**src/rtl/mem_wb_pipe.sv**
```systemverilog
// rtl/mem_wb_pipe.sv - MEM->WB pipeline register with 2-entry skid buffer and hazard query
module mem_wb_pipe #(
    parameter int DATA_W = 32,
    parameter int DST_W  = 5
) (
    input  logic              clk,
    input  logic              rst_n,
    input  logic              flush,
    input  logic              in_valid,
    output logic              in_ready,
    input  logic              in_regwrite,
    input  logic              in_memtoreg,
    input  logic [DATA_W-1:0] in_alu_out,
    input  logic [DATA_W-1:0] in_readdata,
    input  logic [DST_W-1:0]  in_dst,
    output logic              out_valid,
    input  logic              out_ready,
    output logic              out_regwrite,
    output logic              out_memtoreg,
    output logic [DATA_W-1:0] out_alu_out,
    output logic [DATA_W-1:0] out_readdata,
    output logic [DST_W-1:0]  out_dst,
    output logic [DATA_W-1:0] out_result,
    output logic [1:0]        count,
    input  logic [DST_W-1:0]  q_dst,
    output logic              q_hit,
    output logic              q_load
);

    // Entry layout: {regwrite, memtoreg, alu_out, readdata, dst}
    localparam int E_W = 2 * DATA_W + DST_W + 2;

    logic [E_W-1:0]    r_head;
    logic [E_W-1:0]    r_tail;
    logic [1:0]        r_count;

    logic [E_W-1:0]    w_in_entry;
    logic              w_push;
    logic              w_pop;
    logic              w_head_valid;
    logic              w_tail_valid;

    logic              w_h_rw;
    logic              w_h_mtr;
    logic [DATA_W-1:0] w_h_alu;
    logic [DATA_W-1:0] w_h_rd;
    logic [DST_W-1:0]  w_h_dst;
    logic              w_t_rw;
    logic              w_t_mtr;
    logic [DST_W-1:0]  w_t_dst;
    logic              w_h_match;
    logic              w_t_match;

    assign w_in_entry   = {in_regwrite, in_memtoreg, in_alu_out, in_readdata, in_dst};
    assign w_head_valid = (r_count != 2'd0);
    assign w_tail_valid = (r_count == 2'd2);

    // Handshake depends on registered count only, so WB stalls never reach MEM combinationally.
    assign in_ready  = (r_count != 2'd2);
    assign out_valid = w_head_valid;
    assign w_push    = in_valid & in_ready;
    assign w_pop     = out_valid & out_ready;

    always_ff @(posedge clk) begin
        if (!rst_n) begin
            r_count <= 2'd0;
            r_head  <= '0;
            r_tail  <= '0;
        end else if (flush) begin
            r_count <= 2'd0;
            r_head  <= '0;
            r_tail  <= '0;
        end else if (w_push && w_pop) begin
            r_head <= w_in_entry;
        end else if (w_push) begin
            if (r_count == 2'd0) begin
                r_head <= w_in_entry;
            end else begin
                r_tail <= w_in_entry;
            end
            r_count <= r_count + 2'd1;
        end else if (w_pop) begin
            r_head  <= r_tail;
            r_tail  <= '0;
            r_count <= r_count - 2'd1;
        end
    end

    assign {w_h_rw, w_h_mtr, w_h_alu, w_h_rd, w_h_dst} = r_head;
    assign w_t_rw  = r_tail[E_W-1];
    assign w_t_mtr = r_tail[E_W-2];
    assign w_t_dst = r_tail[DST_W-1:0];

    // Empty head presents a bubble: every field forced to zero.
    assign out_regwrite = w_head_valid & w_h_rw;
    assign out_memtoreg = w_head_valid & w_h_mtr;
    assign out_alu_out  = w_head_valid ? w_h_alu : '0;
    assign out_readdata = w_head_valid ? w_h_rd  : '0;
    assign out_dst      = w_head_valid ? w_h_dst : '0;
    assign out_result   = out_memtoreg ? out_readdata : out_alu_out;
    assign count        = r_count;

    assign w_h_match = w_head_valid & w_h_rw & (w_h_dst == q_dst) & (q_dst != '0);
    assign w_t_match = w_tail_valid & w_t_rw & (w_t_dst == q_dst) & (q_dst != '0);
    assign q_hit     = w_h_match | w_t_match;
    assign q_load    = w_t_match ? w_t_mtr : (w_h_match & w_h_mtr);

endmodule

```
**config.mk**
```make
export PLATFORM = sky130hd
export DESIGN_NAME = mem_wb_pipe
export DESIGN_NICKNAME = d
export VERILOG_FILES = /design/src/rtl/mem_wb_pipe.sv
export SDC_FILE = /design/constraint.sdc
export NUM_CORES = 1
export LEC_CHECK = 0
export ABC_AREA = 1
export CORE_ASPECT_RATIO = 1.5
export CORE_MARGIN = 5
export CORE_UTILIZATION = 44
export DETAILED_ROUTE_END_ITERATION = 10
export GPL_ROUTABILITY_DRIVEN = 1
export PLACE_DENSITY = 0.77
export SLEW_MARGIN = 10
export SYNTH_ARGS = -nofsm -noshare
export SYNTH_HDL_FRONTEND = slang
export SYNTH_SLANG_ARGS = --single-unit
export TNS_END_PERCENT = 10
```
**constraint.sdc**
```tcl
create_clock -name clk -period 2.1 [get_ports clk]
set_clock_uncertainty 0.1 [all_clocks]
set_input_delay 0.42 -clock clk [delete_from_list [all_inputs] [get_ports clk]]
set_output_delay 0.42 -clock clk [all_outputs]
set_load 0.05 [all_outputs]
```
After elaboration in Yosys (flattened, before gate mapping). Cells that the tools add are included.

Muxes and demuxes: 14. Add/subtract/negate cells: 2. Reduce and logical (&&, ||, !) cells: 10. Bitwise operators: 13. Equal/unequal tests: 6.

Operator list (number): $mux W71 (7); $mux W32 (3); $and A1 B1 Y1 (10); $eq A5 B5 Y1 (2); $mux W5 (1); $reduce_bool A5 Y1 (1); $mux W2 (2); $ne A2 B2 Y1 const B (2); $reduce_and A2 Y1 (2); $reduce_bool A2 Y1 (2); $ne A3 B1 Y1 const B (1); $reduce_and A3 Y1 (1); $reduce_bool A3 Y1 (1); $add A2 B1 Y2 const B (1); $eq A2 B2 Y1 const B (1); $logic_not A2 Y1 (1); $not A1 Y1 (2); $reduce_or A2 Y1 (1); $sub A2 B1 Y2 const B (1); $logic_and A1 B1 Y1 (1); $mux W1 (1); $or A1 B1 Y1 (1).

Register bits after elaboration: 144. Bits of input ports: 81. Output and inout bits: 109.

Longest topological paths before layout.
Word-level depth: 6. Depth in mapped cells: 11. Gate-level depth less buffers: 9.

Worst setup path after synthesis. Ideal clock, no wire load.

Path kind: flip-flop to output port. Start: reg r_count[1], in the netlist count[1]. End: out out_result[21]. Required time: 1.580 ns. Arrival: 2.884 ns. Buffers on the path: 1. Cell stages (with the launch flop): 6. Setup slack: -1.304 ns. Path through: dfxtp_1 nor2_2 inv_2 clkbuf_1 nand2_1 o21ai_0.

Cells in the longest elaborated chain, start to end: 3. Elaborated cells on any way between the ends: 5. Classes of those cells: mux: 3; bitwise: 1; reduce/logical: 1.

RTL lines: from (decl) (RTL line 35) `logic [1:0] r_count;`; from (signal assigned) (RTL line 81) `r_count <= r_count + 2'd1;`; from (signal assigned) (RTL line 85) `r_count <= r_count - 2'd1;`; $reduce_bool A2 Y1 * (RTL line 55) `assign w_head_valid = (r_count != 2'd0);`; via out_valid (RTL line 16) `output logic out_valid,`; $mux W32 (tied with other cells) (RTL line 97) `assign out_alu_out = w_head_valid ? w_h_alu : '0;`; $mux W32 * (RTL line 100) `assign out_result = out_memtoreg ? out_readdata : out_alu_out;`; to (decl) (RTL line 23) `output logic [DATA_W-1:0] out_result,`.

Mark *: on every way through the listed nets, which the timed path passes. The rest lies on a longest branch.

Final worst setup path.
Start: reg r_count[1], in the netlist count[1]. End: out out_result[14].

Cells in the longest elaborated chain, start to end: 3. Elaborated cells on any way between the ends: 5. Classes of those cells: mux: 3; bitwise: 1; reduce/logical: 1.

RTL lines (RTL line): $reduce_bool A2 Y1 * (55); $mux W32 (tied with other cells) (97); $mux W32 * (100).

Every way passes the cells marked *; elsewhere a longest branch is shown, timed or not.

==> results.txt <==
Status: complete, but fails checks
Failing checks: setup timing
Num Clock Sinks: 144
#FFs+latches synth: 144
Vias in the first global route: 7871
Fmax: 0.437 GHz
Seq/Total Area, Yosys: 0.405
Hold Path Origin: r_head[8]
Input/output buffers: 189
HPWL after DPL: 18.5 mm
Worst rel slew slack: 0.579
CTS H-Tree Depth: 4
Grt total ovfl: 0
GPL Wtd Cong: 0.916
Worst Path Arrival: 1.77 ns
Worst setup margin: -0.187 ns
Die height: 166 um
Final worst-path cycle share: 1.09
Max Cap Violations: 0
Tightest Pin Transition: 0.632 ns
Final setup viols: 70
DRT iter0 DRCs: 735
Post-route DRC: 0
Hold_ws: 0.383 ns
Area growth syn-to-layout: 60.9%
Distinct cells, synth: 20
Crit Path Class: flip-flop to primary output
Slew Viols, Final: 0
Via count: 8466
PwrDens: 723 nW/um^2
Final Hold Vio Count: 0
Total Nets Final: 1354
CP Capture Type: primary output
I/O Pins: 190
Post-route minimum period: 2.29 ns
Largest net degree at the start of global routing: 71
Worst setup SP type: flip-flop
Via/cell ratio: 5.68
Most common flop cell mapped by yosys: dfxtp_1
Worst reg-to-reg setup slack: 0.06 ns
Initial Util: 0.444
R2r worst-path depth: 9
Die width: 114 um
Placed cells: 1446
Most frequent cells in the layout: 231 x nand2_1, 215 x a21oi_1, 140 x dfxtp_1
TritonCTS buffer count: 17
P_leak: 0.00481 uW
Floorplan core area: 16000 sq um
Ys async rst share: 0
Initial antenna violation count: 1
Root Buffer: clkbuf_16
Worst-Skew Late Latency: 0.43 ns
Hold Path Depth: 2
Die ar.: 18900 sq um
Syn Inst Count: 1106
Row cnt: 57
Mapped Area: 7120 sq um
Post-route ant nets: 0
WL/cell: 18.9 um
Global Route Usage Sum: 0.284
Global-route wire length before repair: 42.6 mm
R2r endpoint: r_tail[31]
Hold path endpoint: r_head[8]
Share of cells above drive strength 1: 0.248
CP Data Required Time: 1.58 ns
Synthesis warning total: 0
Synth area leader: dfxtp_1
Syn Nets: 1189
Max IR drop VDD: 495 uV
RSZ-0062 raised after global routing: yes
Worst r2r src: count[1]
Drt pass-1 iters: 8
Synth top area share: 0.405
CTS tree: done
CTS max path bufs: 2
Commonest non-fill, non-tap cell in the layout: nand2_1
DRT Wirelength: 28.2 mm
Area contributors post-synth: dfxtp_1 40%, a21oi_1 15%, nand2_1 15%
Maximum fanout along the worst path: 10
Post-synth EDFFs: 0
Hold Path Class: flip-flop to flip-flop
Worst-path clk slew: 0.07 ns
Mean Syn Cell Area: 6.44 sq um
Final Non-Filler Cells: 1491
metrics by stage:
stage	setup TNS, ns	setup WS (ns)	instance area, sq um	util	power, uW
finish	-6.49	-0.187	11500	0.714	8280
global route	-9.85	-0.213	11500	0.714	8600
CTS	-7.17	-0.138	11200	0.696	8160
detailed placement	-19.02	-0.232	10400	0.646	5110
global placement	-16.41	-0.173	10400	0.646	5080
floorplan	-7.97	-0.112	7520	-	4320
layout make-up:
| cell class | instances | area [sq um] |
|---|---|---|
| inverter | 86 | 330 |
| antenna | 1 | 2.50 |
| clock inverter | 15 | 145 |
| tap | 206 | 258 |
| clock buffer | 17 | 425 |
| fill | 1177 | 4590 |
| sequential | 144 | 2900 |
| multi-input combinational | 785 | 4110 |
| timing repair buffer | 237 | 3290 |
routing by layer:
| metal | track usage | vias up | wire length [um] |
|---|---|---|---|
| met5 | 0 | - | 0 |
| met2 | 0.480 | 453 | 14300 |
| met3 | 0.0576 | 90 | 2360 |
| met4 | 0.129 | 0 | 1270 |
| met1 | 0.344 | 3985 | 10300 |
| li1 | - | 3938 | - |
state kept, by name, summed over array words and instances, names as in the netlist:
register / cells
count: 2
r_tail: 71
r_head: 71
report_power, final:
group          internal, uW  total, uW  switching (uW)
clock                  1670       2990            1320
combinational           904       2290            1380
sequential             2900       3010             114
critical path, cell delays in order (launching register included):
cell and delay (ns):
dfxtp_4 0.36, nor2_4 0.24, buf_12 0.22, nor2_4 0.07, nand2_1 0.17, o21ai_2 0.11, buf_12 0.16
Yosys cell counts, types with 2 or more instances:
master and n:
o21ai_0 67, a21oi_1 216, dfxtp_1 144, ha_1 2
nand3_1 25, nor3_1 71, nand2_1 279, o21ai_1 18
buf_1 6, nor2_1 98, clkbuf_1 40, inv_2 3
xnor2_1 5, inv_1 83, buf_4 6, buf_2 39
worst max path at each step:
stage / startpoint / to / slack [ns] / depth (start not counted)
global placement: q_dst[3] / q_load / -0.17 / 10
CTS: count[0] / out_result[11] / -0.14 / 6
detailed placement: in_valid / r_tail[43] / -0.23 / 9
finish: count[1] / out_result[14] / -0.19 / 6
global route: count[1] / out_result[14] / -0.21 / 6
floorplan: count[0] / r_tail[10] / -0.11 / 11
repair_timing:
item | in CTS | in global routing
gates cloned | 4 | 2
setup buffers | 6 | 0
hold buffers | 0 | 0
resized for setup | 45 | 67
pin swaps | 5 | 10
setup endpoints to repair | 102 | 104
cell families after synthesis:
logic type               after synthesis  synth area share
XOR/XNOR                               5           0.00615
AO/OA/AOI/OAI                        302             0.213
flip-flops                           144             0.405
AND/OR/NAND/NOR                      476             0.270
adder cells (fa/ha/maj)                2           0.00351
buffers and inverters                177             0.103
No activity file was read; power rests on OpenSTA's default activity.
